File: config.mk
export PLATFORM = sky130hd
export DESIGN_NAME = pcm_to_i2s
export DESIGN_NICKNAME = d
export VERILOG_FILES = /design/src/rtl/pcm_to_i2s_pkg.sv /design/src/rtl/pcm_to_i2s_frame_timer.sv /design/src/rtl/pcm_to_i2s.sv
export SDC_FILE = /design/constraint.sdc
export NUM_CORES = 1
export LEC_CHECK = 0
export ABC_AREA = 1
export CAP_MARGIN = 20
export CELL_PAD_IN_SITES_DETAIL_PLACEMENT = 0
export CELL_PAD_IN_SITES_GLOBAL_PLACEMENT = 2
export CORE_MARGIN = 5
export CORE_UTILIZATION = 30
export DETAILED_ROUTE_END_ITERATION = 12
export GPL_TIMING_DRIVEN = 0
export PLACE_DENSITY_LB_ADDON = 0.2
export SKIP_LAST_GASP = 1
export SYNTH_ARGS = -nofsm -noshare
export SYNTH_HDL_FRONTEND = slang
export SYNTH_SLANG_ARGS = --single-unit
File: constraint.sdc
create_clock -name clk -period 2.1 [get_ports clk]
set_clock_uncertainty 0.1 [all_clocks]
set_input_delay 0.63 -clock clk [delete_from_list [all_inputs] [get_ports clk]]
set_output_delay 0.63 -clock clk [all_outputs]
set_load 0.01 [all_outputs]
File: src/rtl/pcm_to_i2s_pkg.sv
// ---------------------------------------------------------------------------
// pcm_to_i2s_pkg
// Shared parameter defaults, FSM state type and width helpers for the
// PCM-to-I2S transmitter (pcm_to_i2s) and its frame timer (i2s_frame_timer).
// ---------------------------------------------------------------------------
package pcm_to_i2s_pkg;

    localparam int DEF_NUMBER_OF_BITS = 16;  // sample width per channel
    localparam int DEF_SLOT_BITS      = 32;  // clk cycles per channel slot

    typedef enum logic {
        ST_IDLE   = 1'b0,
        ST_ACTIVE = 1'b1
    } i2s_state_e;

    // Bit counter spans one full frame: 0 .. 2*slot_bits-1.
    function automatic int cnt_width(input int slot_bits);
        return $clog2(2 * slot_bits);
    endfunction

    // Index width into one sample word; never narrower than 1 bit.
    function automatic int idx_width(input int nbits);
        return (nbits > 1) ? $clog2(nbits) : 1;
    endfunction

endpackage

File: src/rtl/pcm_to_i2s_frame_timer.sv
// ---------------------------------------------------------------------------
// i2s_frame_timer
// IDLE/ACTIVE frame sequencer. Owns the frame bit counter, word select and
// busy. A new frame starts whenever en is seen at IDLE or on the last bit of
// a frame; a frame in progress always runs to its last bit.
//
// Ports
//   clk, rst_n     clock, async active-low reset
//   en             transmit enable, only acted on at frame boundaries
//   bit_cnt        position within the frame (0 .. 2*SLOT_BITS-1)
//   frame_start    combinational strobe: this edge starts a frame
//   last_bit       combinational: ACTIVE and on the final bit of the frame
//   ws             registered word select (0 = left, 1 = right)
//   busy           high while ACTIVE
// ---------------------------------------------------------------------------
module i2s_frame_timer
    import pcm_to_i2s_pkg::*;
#(
    parameter int SLOT_BITS = DEF_SLOT_BITS,
    parameter int CW        = cnt_width(SLOT_BITS)
) (
    input  logic          clk,
    input  logic          rst_n,
    input  logic          en,
    output logic [CW-1:0] bit_cnt,
    output logic          frame_start,
    output logic          last_bit,
    output logic          ws,
    output logic          busy
);

    i2s_state_e    r_state, w_state_nxt;
    logic [CW-1:0] r_bit_cnt, w_cnt_nxt, w_cnt_inc;
    logic          r_ws, w_ws_nxt;
    logic          w_last, w_frame_start;

    assign w_last        = (r_state == ST_ACTIVE) && (r_bit_cnt == CW'(2 * SLOT_BITS - 1));
    assign w_frame_start = en && ((r_state == ST_IDLE) || w_last);
    assign w_cnt_inc     = r_bit_cnt + CW'(1);

    always_ff @(posedge clk or negedge rst_n) begin
        if (!rst_n) begin
            r_state   <= ST_IDLE;
            r_bit_cnt <= '0;
            r_ws      <= 1'b0;
        end else begin
            r_state   <= w_state_nxt;
            r_bit_cnt <= w_cnt_nxt;
            r_ws      <= w_ws_nxt;
        end
    end

    always_comb begin
        w_state_nxt = r_state;
        w_cnt_nxt   = r_bit_cnt;
        w_ws_nxt    = r_ws;
        if (w_frame_start) begin
            w_state_nxt = ST_ACTIVE;
            w_cnt_nxt   = '0;
            w_ws_nxt    = 1'b0;
        end else if (w_last) begin
            // en low on the final bit: frame done, park in IDLE
            w_state_nxt = ST_IDLE;
            w_cnt_nxt   = '0;
            w_ws_nxt    = 1'b0;
        end else if (r_state == ST_ACTIVE) begin
            // ws follows the incremented count so it flips on entry to slot R
            w_cnt_nxt = w_cnt_inc;
            w_ws_nxt  = (w_cnt_inc >= CW'(SLOT_BITS));
        end
    end

    assign bit_cnt     = r_bit_cnt;
    assign frame_start = w_frame_start;
    assign last_bit    = w_last;
    assign ws          = r_ws;
    assign busy        = (r_state == ST_ACTIVE);

endmodule

File: src/rtl/pcm_to_i2s.sv
// ---------------------------------------------------------------------------
// pcm_to_i2s
// Serialises left/right PCM sample pairs into a standard I2S stream. A
// one-deep holding register decouples the producer from frame timing; each
// frame start moves the held pair into the frame registers (or zeros plus an
// underrun pulse when nothing is held). Data is MSB first, one clk after ws
// changes, zero padded to SLOT_BITS per channel.
//
// Ports
//   clk, rst_n             clock, async active-low reset
//   en                     transmit enable (sampled at frame boundaries)
//   pcm_valid/pcm_ready    sample-pair handshake; ready = holding reg empty
//   pcm_left/pcm_right     two's-complement samples
//   ws, sd                 registered I2S word select / serial data
//   underrun               1-cycle pulse: frame started with nothing held
//   busy                   frame in progress
// ---------------------------------------------------------------------------
module pcm_to_i2s
    import pcm_to_i2s_pkg::*;
#(
    parameter int NUMBER_OF_BITS = DEF_NUMBER_OF_BITS,
    parameter int SLOT_BITS      = DEF_SLOT_BITS
) (
    input  logic                      clk,
    input  logic                      rst_n,
    input  logic                      en,
    input  logic                      pcm_valid,
    output logic                      pcm_ready,
    input  logic [NUMBER_OF_BITS-1:0] pcm_left,
    input  logic [NUMBER_OF_BITS-1:0] pcm_right,
    output logic                      ws,
    output logic                      sd,
    output logic                      underrun,
    output logic                      busy
);

    localparam int CW = cnt_width(SLOT_BITS);
    localparam int IW = idx_width(NUMBER_OF_BITS);

    logic [NUMBER_OF_BITS-1:0] r_hold_l, r_hold_r;
    logic [NUMBER_OF_BITS-1:0] r_frame_l, r_frame_r;
    logic                      r_hold_full;
    logic                      r_sd, r_underrun;

    logic [CW-1:0]             w_bit_cnt;
    logic                      w_frame_start, w_last, w_busy, w_capture, w_sd_nxt;
    logic [IW-1:0]             w_idx_l, w_idx_r;
    int                        w_k;

    i2s_frame_timer #(
        .SLOT_BITS (SLOT_BITS),
        .CW        (CW)
    ) u_timer (
        .clk         (clk),
        .rst_n       (rst_n),
        .en          (en),
        .bit_cnt     (w_bit_cnt),
        .frame_start (w_frame_start),
        .last_bit    (w_last),
        .ws          (ws),
        .busy        (w_busy)
    );

    assign pcm_ready = !r_hold_full;
    assign w_capture = pcm_valid && !r_hold_full;

    // Serial bit for the next position k = bit_cnt+1; out-of-range index
    // values are computed but never selected.
    always_comb begin
        w_k      = int'(w_bit_cnt) + 1;
        w_idx_l  = IW'(NUMBER_OF_BITS - w_k);
        w_idx_r  = IW'(NUMBER_OF_BITS + SLOT_BITS - w_k);
        w_sd_nxt = 1'b0;
        if (w_busy && !w_last) begin
            if (w_k <= NUMBER_OF_BITS)
                w_sd_nxt = r_frame_l[w_idx_l];
            else if (w_k >= SLOT_BITS + 1 && w_k <= SLOT_BITS + NUMBER_OF_BITS)
                w_sd_nxt = r_frame_r[w_idx_r];
        end
    end

    always_ff @(posedge clk or negedge rst_n) begin
        if (!rst_n) begin
            r_hold_l    <= '0;
            r_hold_r    <= '0;
            r_hold_full <= 1'b0;
            r_frame_l   <= '0;
            r_frame_r   <= '0;
            r_sd        <= 1'b0;
            r_underrun  <= 1'b0;
        end else begin
            r_sd       <= w_sd_nxt;
            r_underrun <= 1'b0;
            if (w_frame_start) begin
                r_frame_l  <= r_hold_full ? r_hold_l : '0;
                r_frame_r  <= r_hold_full ? r_hold_r : '0;
                r_underrun <= !r_hold_full;
            end
            // A capture can only happen with the holder empty, so on a
            // frame-start edge the current frame is already zeros and the
            // new pair waits for the next frame.
            if (w_capture) begin
                r_hold_l    <= pcm_left;
                r_hold_r    <= pcm_right;
                r_hold_full <= 1'b1;
            end else if (w_frame_start) begin
                r_hold_full <= 1'b0;
            end
        end
    end

    assign sd       = r_sd;
    assign underrun = r_underrun;
    assign busy     = w_busy;

endmodule

==> impl_results.md, run 1 <==
* Status: complete, no violations
* Placed Area at between 4000 and 5000 sq um
* Hold Violations, Final at 0
* CTS max path bufs at 2
* Row Count at 39
* CP Launch Type: flip-flop
* Hold-fix buffers, CTS at 0
* I/O pins at 41
* 1st-pass router iterations at 4
* Crit share post-route at ~97%
* Mapped cell area at approximately 3400 sq um
* Post-route cell area at 4430 sq um
* Critical path arrival at between 1 and 1.5 ns
* Main area contributors after synthesis: dfrtp_1 54%, mux2_2 10%, nand2_1 10%, o21ai_0 4.6%, inv_1 3.9%
* Yosys warnings at 0
* Yosys cell types at 22
* Nets at roughly 470
* Crit path buf inv count at 1
* Clock sink total at 75
* Maxcap violations at 0
* Fmax achieved at between 0.4 and 0.5 GHz
* Crit path cell chain: clkdlybuf4s50_1
* Reg-to-Reg Start: u_timer.bit_cnt[0]$_DFFE_PN0P_
* Clock power frac at 21.0%
* CP max FO at 3
* Flop pwr share at between 30% and 40%
* DIE HEIGHT at around 120 microns
* Max stage delay on crit path at roughly 0.56 ns
* CTS Buf Count at 9
* Yosys reg bits at 75
* DRC Markers at 0
* Clk_lat worst skew at between 0.3 and 0.4 ns
* Sequential area share after synthesis at 54.4%
* Placed cells at 556
* Syn Nets at between 400 and 500
* FF/Latch Area at 1880 sq um
* Clk slew on worst S/H paths at around 0.06 ns
* Worst path required time at ~1.4 ns
* Placer Congestion at 0.789
* Top cell type by total area after synthesis: dfrtp_1
* Worst rel slew slack at 67.4%
* Starting Density at just over 30%
* Clock root cell: clkbuf_16
* Max IR drop VDD at 0.503 mV
* Aggregate global routing overflow at 0
* Routed Wire Length at between 8000 and 9000 microns
* Hpwl dp at 6130 microns
* Top Family by Delay on Critical Path: buffers and inverters
* Hold Path Class: in2async
* Via density at around 4.5
* Share of cells above drive strength 1 at about a fifth
* Core footprint at ~11000 sq um
* Antenna-violating nets left at 0
* Switching Fraction at between 30% and 40%
* Ant diodes at 0
* Multi-input logic area at ~1400 sq um
* Fin cells at between 500 and 600
* Synth Instances at ~370
* Sw power at ~2.6 mW
* Largest net degree at the start of global routing at 53
* Part of the power in combinational logic at a little over two fifths
* Die Width at 117 microns
* Fill cell count at 1190
* Slowest cell on the critical path: clkdlybuf4s50_1
* Worst slew pin tran at about 0.49 ns
* Worst Setup End Kind: output port
* Register-to-Register Path Depth at 14
* Area Overhead vs Synth at 28.5%
* CTS tree: built
* Crit path kind: reg2out
* Unrepaired setup endpoints after global routing: yes
* H-tree depth at 3
* Overall global routing resource usage at about 14%
* PD cells at between 1500 and 2000 nW/um^2
* Die Area at roughly 14000 sq um
* Global-route wire length before repair at around 14000 microns
* Final setup fails at 0
* Leak at a little over 2 nW
* Most frequent cells in the layout: 90 x nand2_1, 74 x dfrtp_1, 38 x clkdlybuf4s50_1
* Tmin final at 2.03 ns
* Initial antenna violation count at 0
* Wirelength per Cell at approximately 15 microns
* Synth top area share at between 50 and 60%
* Syn_area_per_cell at roughly 9.3 sq um
* R2R setup slack at ~0.12 ns
* Final slew viol count at 0
* Vias in the first global route at 2850
* Port bufs at 40
* Iteration-0 DRC count of the detailed router at 83
* Via Count at ~2600
* R2R Path End: sd$_DFF_PN0_
* Most common cell after layout, fill and taps aside: nand2_1
* Pint at about 4.2 mW
[kinds of logic after synthesis]
| group | share of synthesized area [%] |
|---|---|
| AND/OR/NAND/NOR | 18.3 |
| buffers and inverters | 7.33 |
| XOR/XNOR | 0.762 |
| multiplexers | 10.4 |
| adder cells (fa/ha/maj) | 0.725 |
| flip-flops | 54.4 |
| AO/OA/AOI/OAI | 8.02 |
[how the worst max path moves through the flow]
| stage | start | end | slack, ns | cells after the start |
|---|---|---|---|---|
| after floorplan | u_timer.bit_cnt[0]$_DFFE_PN0P_ | sd$_DFF_PN0_ | 0.18 | 11 |
| after global placement | rst_n | r_hold_l[10]$_DFFE_PN0P_ | -2.51 | 1 |
| after detailed placement | u_timer.bit_cnt[0]$_DFFE_PN0P_ | sd$_DFF_PN0_ | -0.41 | 11 |
| after CTS | u_timer.bit_cnt[0]$_DFFE_PN0P_ | sd$_DFF_PN0_ | -0.08 | 11 |
| after global routing | u_timer.bit_cnt[0]$_DFFE_PN0P_ | sd$_DFF_PN0_ | -0.03 | 14 |
| final | u_timer.busy$_DFFE_PN0P_ | busy | 0.07 | 1 |
[state kept, by name, summed over array words and instances (netlist names)]
| signal | count |
|---|---|
| r_frame_r | 16 |
| r_hold_l | 16 |
| sd | 1 |
| r_hold_r | 16 |
| underrun | 1 |
| u_timer.busy | 1 |
| r_hold_full | 1 |
| r_frame_l | 16 |
| u_timer.ws | 1 |
| u_timer.bit_cnt | 6 |
[power groups by stage]
stage               clock network (mW)  registers, mW  logic (mW)
floorplan                            0           2.41        1.90
global placement                     0           2.50        2.57
detailed placement                   0           2.51        2.60
CTS                               1.47           2.50        2.67
global route                      1.53           2.59        3.25
finish                            1.41           2.50        2.82
[per-stage QoR]
stage	hold slack (ns)	setup WS (ns)	utilization (%)	total power [mW]	setup TNS, ns
floorplan	0.234	0.182	-	4.30	0
finish	0.101	0.0715	39.2	6.73	0
global placement	0.366	-2.51	35.6	5.06	-190.87
CTS	0.105	-0.0795	38.4	6.64	-0.0795
global route	0.119	-0.0282	39.2	7.37	-0.0282
detailed placement	0.376	-0.409	35.8	5.11	-3.58
[timing repair]
item / 4_1_cts / 5_1_grt
gates resized for setup: 6 / 10
endpoints found under the setup margin: 2 / 24
buffers inserted: 0 / 7
pin swaps: 0 / 4
[area by class of cell]
| class | instances | area share, % |
|---|---|---|
| Tap cell | 143 | 4.04 |
| Clock inverter | 5 | 0.903 |
| Clock buffer | 10 | 5.17 |
| Multi-Input combinational cell | 242 | 30.9 |
| Sequential cell | 75 | 42.4 |
| Timing Repair Buffer | 48 | 10.8 |
| Buffer | 17 | 2.57 |
| Inverter | 37 | 3.27 |
[synthesized netlist by cell type]
cell      number
nand2_1       94
dfrtp_1       75
inv_1         36
mux2_2        32
o21ai_0       32
nor2_1        30
nand3_1       25
a21oi_1       15
buf_2          7
buf_4          4
clkbuf_1       4
o22ai_1        4
buf_6          3
ha_1           2
xor2_1         2
inv_2          1
nand3_4        1
nand3b_1       1
nor2_4         1
nor3_1         1
o21ai_4        1
xnor2_1        1
[metal layers]
layer / track usage (%) / part of all wire [%] / wire length (microns)
met1: 18.3 / 48 / 4080
met2: 22.5 / 48 / 4100
met3: 2.72 / 3.1 / 261
met4: 5.05 / 1.1 / 93
met5: 0 / 0 / 0
[worst register-to-register path, cell delays in order, from the launching register on]
cell and delay [ns]:
dfrtp_1 0.40, buf_6 0.14, clkinvlp_4 0.12, ha_4 0.35, inv_4 0.06, nand2_4 0.09, inv_1 0.07, nand2_2 0.07
inv_1 0.05, nand2_2 0.07, nand2_2 0.08, nor2_2 0.11, nor2_1 0.04, nand2_1 0.05, nand2_1 0.06
Power figures use the tool's default switching activity.
==> run 2, diff against run 1 <==
CELL_PAD_IN_SITES_DETAIL_PLACEMENT = 1   (was 0)
CORE_MARGIN = not set   (was 5)
CORE_UTILIZATION = 31   (was 30)
==> run 2 against run 1 <==
  * Wire length grew 1.9%
  * Global-route usage increased by 3.3 points
  * Via count increased by 4.4%
  * Hold slack worse by 0.054 ns
  * Sequential share of layout area is 0.87 points higher
  * Critical endpoint unchanged
  * Setup slack worse by 0.013 ns
  * Clock-buffer cell count increased by 1
  * Maximum frequency fell by 0.62%
  * Largest power group unchanged
  * Combinational power grew 2%
==> impl_results.md, run 2 (synthesis results as in run 1) <==
* Grt met1 use at 22.2% (+3.9 points)
* Critical path arrival at 1.31 ns (about the same)
* Clock sink total at 75 (unchanged)
* Final setup fails at 0 (unchanged)
* Clock root cell: clkbuf_8
* Share of cells above drive strength 1 at 18.9% (-0.46 points)
* Post-layout util at 40.1% (+0.94 points)
* Port bufs at 40 (unchanged)
* Hold Violations, Final at 0 (unchanged)
* Starting Density at 31.8% (+1.4 points)
* Row Count at 38 (-2.6%)
* Worst path required time at 1.37 ns (about the same)
* Crit path buf inv count at 1 (unchanged)
* Worst slew pin tran at 0.478 ns (-0.0106 ns)
* R2R Path End: sd$_DFF_PN0_
* Total Power at 6.49 mW (-3.6%)
* Status: complete, no violations
* R2R setup slack at 0.14 ns (+0.02 ns)
* Hold-fix buffers, CTS at 0 (unchanged)
* Routed Wire Length at 8700 microns (+1.9%)
* Hold Path Class: in2async
* Post-route setup slack at 0.0588 ns (-0.0126 ns)
* PD cells at 1490 nW/um^2 (-1.7%)
* Placed cells at 553 (-0.54%)
* Iteration-0 DRC count of the detailed router at 52 (-37%)
* Aggregate global routing overflow at 0 (unchanged)
* Area Overhead vs Synth at 26.0%
* Worst Setup End Kind: output port
* Crit path kind: reg2out
* Placer Congestion at 0.746 (-5.5%)
* CTS max path bufs at 2 (unchanged)
* I/O pins at 41 (unchanged)
* Die Area at 11600 sq um (-16%)
* Global-route wire length before repair at 14700 microns (+1.9%)
* Antenna-violating nets left at 0 (unchanged)
* Top Family by Delay on Critical Path: buffers and inverters
* Ant diodes at 0 (unchanged)
* Fmax achieved at 0.490 GHz (-0.62%)
* Slowest cell on the critical path: clkdlybuf4s50_1
* CP Launch Type: flip-flop
* Crit share post-route at 97.2% (+0.60 points)
* Most frequent cells in the layout: 92 x nand2_1, 73 x dfrtp_1, 38 x clkdlybuf4s50_1
* Wirelength per Cell at 15.2 microns (+2.4%)
* Worst rel slew slack at 68.1% (+0.71 points)
* Initial antenna violation count at 0 (unchanged)
* Via Count at 2724 (+4.4%)
* Met2 usage at 28.3% (+5.8 points)
* DRC Markers at 0 (unchanged)
* Met3 usage at 3.51% (+0.79 points)
* CTS Buf Count at 9 (unchanged)
* Fin cells at 574 (-0.52%)
* Vias in the first global route at 2898 (+1.7%)
* Largest net degree at the start of global routing at 57 (+7.5%)
* Tmin final at 2.04 ns (+0.0126 ns)
* Clk slew on worst S/H paths at 0.08 ns (+0.02 ns)
* Clk_lat worst skew at 0.36 ns (+0.03 ns)
* Most common cell after layout, fill and taps aside: nand2_1
* Busiest metal layer after global routing: met2
* Via density at 4.75 (+4.9%)
* Overall global routing resource usage at 17.1% (+3.3 points)
* CP max FO at 3 (unchanged)
* Dpl ws at -0.400 ns (+0.00820 ns)
* Die Width at 107 microns (-8.3%)
* Max stage delay on crit path at 0.54 ns (-0.02 ns)
* Max IR drop VDD at 0.443 mV (-12%)
* Post-route setup TNS at 0 ns (unchanged)
* Leak at 2.01 nW (-1.9%)
* Unrepaired setup endpoints after global routing: yes
* Reg-to-Reg Start: u_timer.bit_cnt[0]$_DFFE_PN0P_
* Hpwl dp at 6340 microns (+3.4%)
* Crit path cell chain: clkdlybuf4s50_1
* Maxcap violations at 0 (unchanged)
* Final slew viol count at 0 (unchanged)
* DIE HEIGHT at 107 microns (-8.3%)
* H-tree depth at 3 (unchanged)
* 1st-pass router iterations at 4 (unchanged)
* CTS tree: built
* Register-to-Register Path Depth at 12 (-2)
* Nets at 467 (-0.21%)
* Core footprint at 10800 sq um (-4.2%)
==> run 2: cell types whose count changed in the layout (fill, tap and decap cells not counted), sizes merged <==
cell and delta:
buf -1, bufinv +1, clkbuf +1, inv -1
==> run 2: worst max-delay path by stage <==
stage,end,slack (ns),start,depth (start not counted)
2_1_floorplan,sd$_DFF_PN0_,0.18,u_timer.bit_cnt[0]$_DFFE_PN0P_,11
4_1_cts,r_frame_l[2]$_DFFE_PN0P_,0.02,u_timer.bit_cnt[1]$_DFFE_PN0P_,7
5_1_grt,sd$_DFF_PN0_,-0.03,u_timer.bit_cnt[0]$_DFFE_PN0P_,12
6_report,busy,0.06,u_timer.busy$_DFFE_PN0P_,1
3_3_place_gp,r_hold_l[13]$_DFFE_PN0P_,-2.48,rst_n,1
3_5_place_dp,sd$_DFF_PN0_,-0.40,u_timer.bit_cnt[0]$_DFFE_PN0P_,11
==> run 2: metrics by stage <==
step	area (sq um)	hold slack, ns
finish	4350	0.0464
global route	4350	0.0569
CTS	4290	0.0438
detailed placement	4050	0.384
global placement	4030	0.366
floorplan	3450	0.234
==> run 2: cell type report <==
| type | count | area, sq um |
|---|---|---|
| Buffer | 17 | 115 |
| Clock inverter | 5 | 62.6 |
| Fill cell | 1269 | 6490 |
| Inverter | 37 | 146 |
| Timing Repair Buffer | 47 | 473 |
| Multi-Input combinational cell | 242 | 1360 |
| Sequential cell | 75 | 1880 |
| Clock buffer | 11 | 131 |
| Tap cell | 140 | 175 |
==> run 2: per-layer routing <==
| layer | wire length, microns | share of wire, % | vias to the layer above |
|---|---|---|---|
| met5 | 0 | 0 | - |
| met4 | 132 | 1.5 | 0 |
| met3 | 209 | 2.4 | 10 |
| met2 | 4290 | 49 | 30 |
| met1 | 4070 | 47 | 1369 |
| li1 | - | - | 1315 |
==> run 2: what timing repair did <==
action	4_1_cts	5_1_grt
endpoints found under the setup margin	3	17
pin swaps	0	10
buffers inserted	3	3
gates resized for setup	8	8
==> run 2: report_power, final <==
group          internal [mW]  switching [mW]  total (mW)
logic                   1.25            1.63        2.88
registers               2.13           0.345        2.48
clock network          0.556           0.574        1.13
total                   3.94            2.54        6.49
==> run 3, diff against run 2 <==
CORE_UTILIZATION = 30   (was 31)
SKIP_CTS_REPAIR_TIMING = 1   (was not set)
==> run 3 against run 2 <==
  * The run now ends with negative setup slack left
  * Sequential share of layout area down 1.3 points
  * Combinational power about the same
  * Die area up 3.3%
  * Setup slack worse by 0.061 ns
  * Highest routed layer unchanged
==> impl_results.md, run 3 (synthesis results as in run 1) <==
* Share of cells above drive strength 1 at 19.7% (+0.83 points)
* Hold Path Class: in2async
* Clk_lat worst skew at 0.34 ns (-0.02 ns)
* Nets at 474 (+1.5%)
* Critical path arrival at 2.22 ns (+0.91 ns)
* Overall global routing resource usage at 16.1% (-1.1 points)
* Maxcap violations at 0 (unchanged)
* Max IR drop VDD at 0.552 mV (+25%)
* H-tree depth at 3 (unchanged)
* Final slew viol count at 0 (unchanged)
* Total Power at 6.83 mW (+5.3%)
* Multi-input logic area at 1350 sq um (-0.73%)
* Initial antenna violation count at 0 (unchanged)
* CTS Buf Count at 9 (unchanged)
* Row Count at 38 (unchanged)
* Placer Congestion at 0.745 (-0.11%)
* Area Overhead vs Synth at 30.0%
* Post-route setup slack at -0.00240 ns (-0.0612 ns)
* Failing checks: negative setup slack
* Most frequent cells in the layout: 93 x nand2_1, 74 x dfrtp_1, 37 x clkdlybuf4s50_1
* Crit path top cell by count: nand2_1
* Largest net degree at the start of global routing at 53 (-7.0%)
* Crit share post-route at 100% (+2.9 points)
* Most common cell after layout, fill and taps aside: nand2_1
* Port bufs at 40 (unchanged)
* Post-route cell area at 4480 sq um (+3.1%)
* Core footprint at 11000 sq um (+1.8%)
* Crit path cell chain: buf_8, clkinvlp_4, ha_4, inv_1, nand2_2, inv_1, nand2_1, inv_1, nand2_1, nand2_1, nor2_1, nor2_1, nand2_1, nand2_1
* Top Family by Delay on Critical Path: simple AND/OR/NAND/NOR gates
* Max stage delay on crit path at 0.41 ns (-0.13 ns)
* Starting Density at 31.3% (-0.55 points)
* Status: finished, violations left
* 1st-pass router iterations at 4 (unchanged)
* Global-route wire length before repair at 14300 microns (-2.6%)
* Clk slew on worst S/H paths at 0.06 ns (-0.02 ns)
* Antenna-violating nets left at 0 (unchanged)
* Clock sink total at 75 (unchanged)
* Crit path kind: reg2reg
* FF/Latch Area at 1880 sq um (about the same)
* Worst Setup End Kind: flip-flop
* Via density at 4.61 (-2.9%)
* Crit path buf inv count at 5 (+4)
* Placed Area at 4050 sq um (unchanged)
* Post-route setup TNS at -0.00240 ns (-0.00240 ns)
* CTS max path bufs at 2 (unchanged)
* Ant diodes at 0 (unchanged)
* PD cells at 1520 nW/um^2 (+2.1%)
* Final setup fails at 1 (+1)
* Vias in the first global route at 2926 (+0.97%)
* Dpl ws at -0.310 ns (+0.0900 ns)
* Fill cell count at 1279 (+0.79%)
* Clock root cell: clkbuf_16
* I/O pins at 41 (unchanged)
* Worst slew pin tran at 0.496 ns (+0.0177 ns)
* CP Launch Type: flip-flop
* Unrepaired setup endpoints after global routing: yes
* Wirelength per Cell at 14.6 microns (-3.5%)
* Die Area at 11900 sq um (+3.3%)
* Fmax achieved at 0.476 GHz (-2.9%)
* Slowest cell on the critical path: dfrtp_1
* Aggregate global routing overflow at 0 (unchanged)
* CTS tree: built
* Die Width at 109 microns (+1.6%)
* Via Count at 2677 (-1.7%)
* Hpwl dp at 6190 microns (-2.4%)
* Iteration-0 DRC count of the detailed router at 59 (+13%)
* DIE HEIGHT at 109 microns (+1.6%)
* Routed Wire Length at 8500 microns (-2.3%)
* Tmin final at 2.10 ns (+0.0612 ns)
* CP max FO at 5 (+2)
* Worst rel slew slack at 67.0% (-1.2 points)
* DRC Markers at 0 (unchanged)
* Worst path required time at 2.22 ns (+0.85 ns)
* Leak at 2.11 nW (+4.8%)
* Hold Violations, Final at 0 (unchanged)
run 3: final cells by class:
type / count / share of cell area [%]
sequential: 75 / 41.9
multi-input combinational: 242 / 30.2
inverter: 37 / 3.18
tap: 140 / 3.91
timing repair buffer: 54 / 11.8
buffer: 17 / 2.65
clock buffer: 10 / 5.33
clock inverter: 6 / 1.06
run 3: routing by layer:
layer	wire (microns)	track usage (%)	vias to the layer above
met5	0	0	-
met4	44	4.57	0
met3	305	3.95	5
met2	4280	27.5	32
met1	3870	19.9	1322
li1	-	-	1318
run 3: final timing paths:
path | from | endpoint | slack, ns | cells after the start
min in group clk | u_timer.ws$_DFFE_PN0P_ | u_timer.ws$_DFFE_PN0P_ | 0.39 | 2
max in group asynchronous | rst_n | r_frame_l[15]$_DFFE_PN0P_ | 1.22 | 2
worst max-delay path | u_timer.bit_cnt[0]$_DFFE_PN0P_ | sd$_DFF_PN0_ | -0.002 | 14
worst min register to register | u_timer.ws$_DFFE_PN0P_ | u_timer.ws$_DFFE_PN0P_ | 0.39 | 2
worst max register to register | u_timer.bit_cnt[0]$_DFFE_PN0P_ | sd$_DFF_PN0_ | -0.002 | 14
worst min-delay path | rst_n | r_hold_r[2]$_DFFE_PN0P_ | 0.10 | 1
run 3: worst register-to-register path, delay by kind of cell (launching register included):
family / cells / cell delay [ns]
fa+ha+maj: 1 / 0.30
flops: 1 / 0.41
simple gates: 8 / 0.68
buf+inv: 5 / 0.48
run 3: stage by stage:
step                      utilization (%)  cells  hold WS, ns
after CTS                            39.3    569        0.112
final                                40.6    581        0.104
after detailed placement             36.7    553        0.378
after floorplan                         -    372        0.234
after global routing                 40.6    581        0.113
after global placement               36.5    552        0.366
run 3: report_power, final:
group	internal (mW)	total (mW)	switching, mW
Sequential	2.14	2.49	0.356
Clock	0.843	1.48	0.641
Combinational	1.29	2.86	1.57
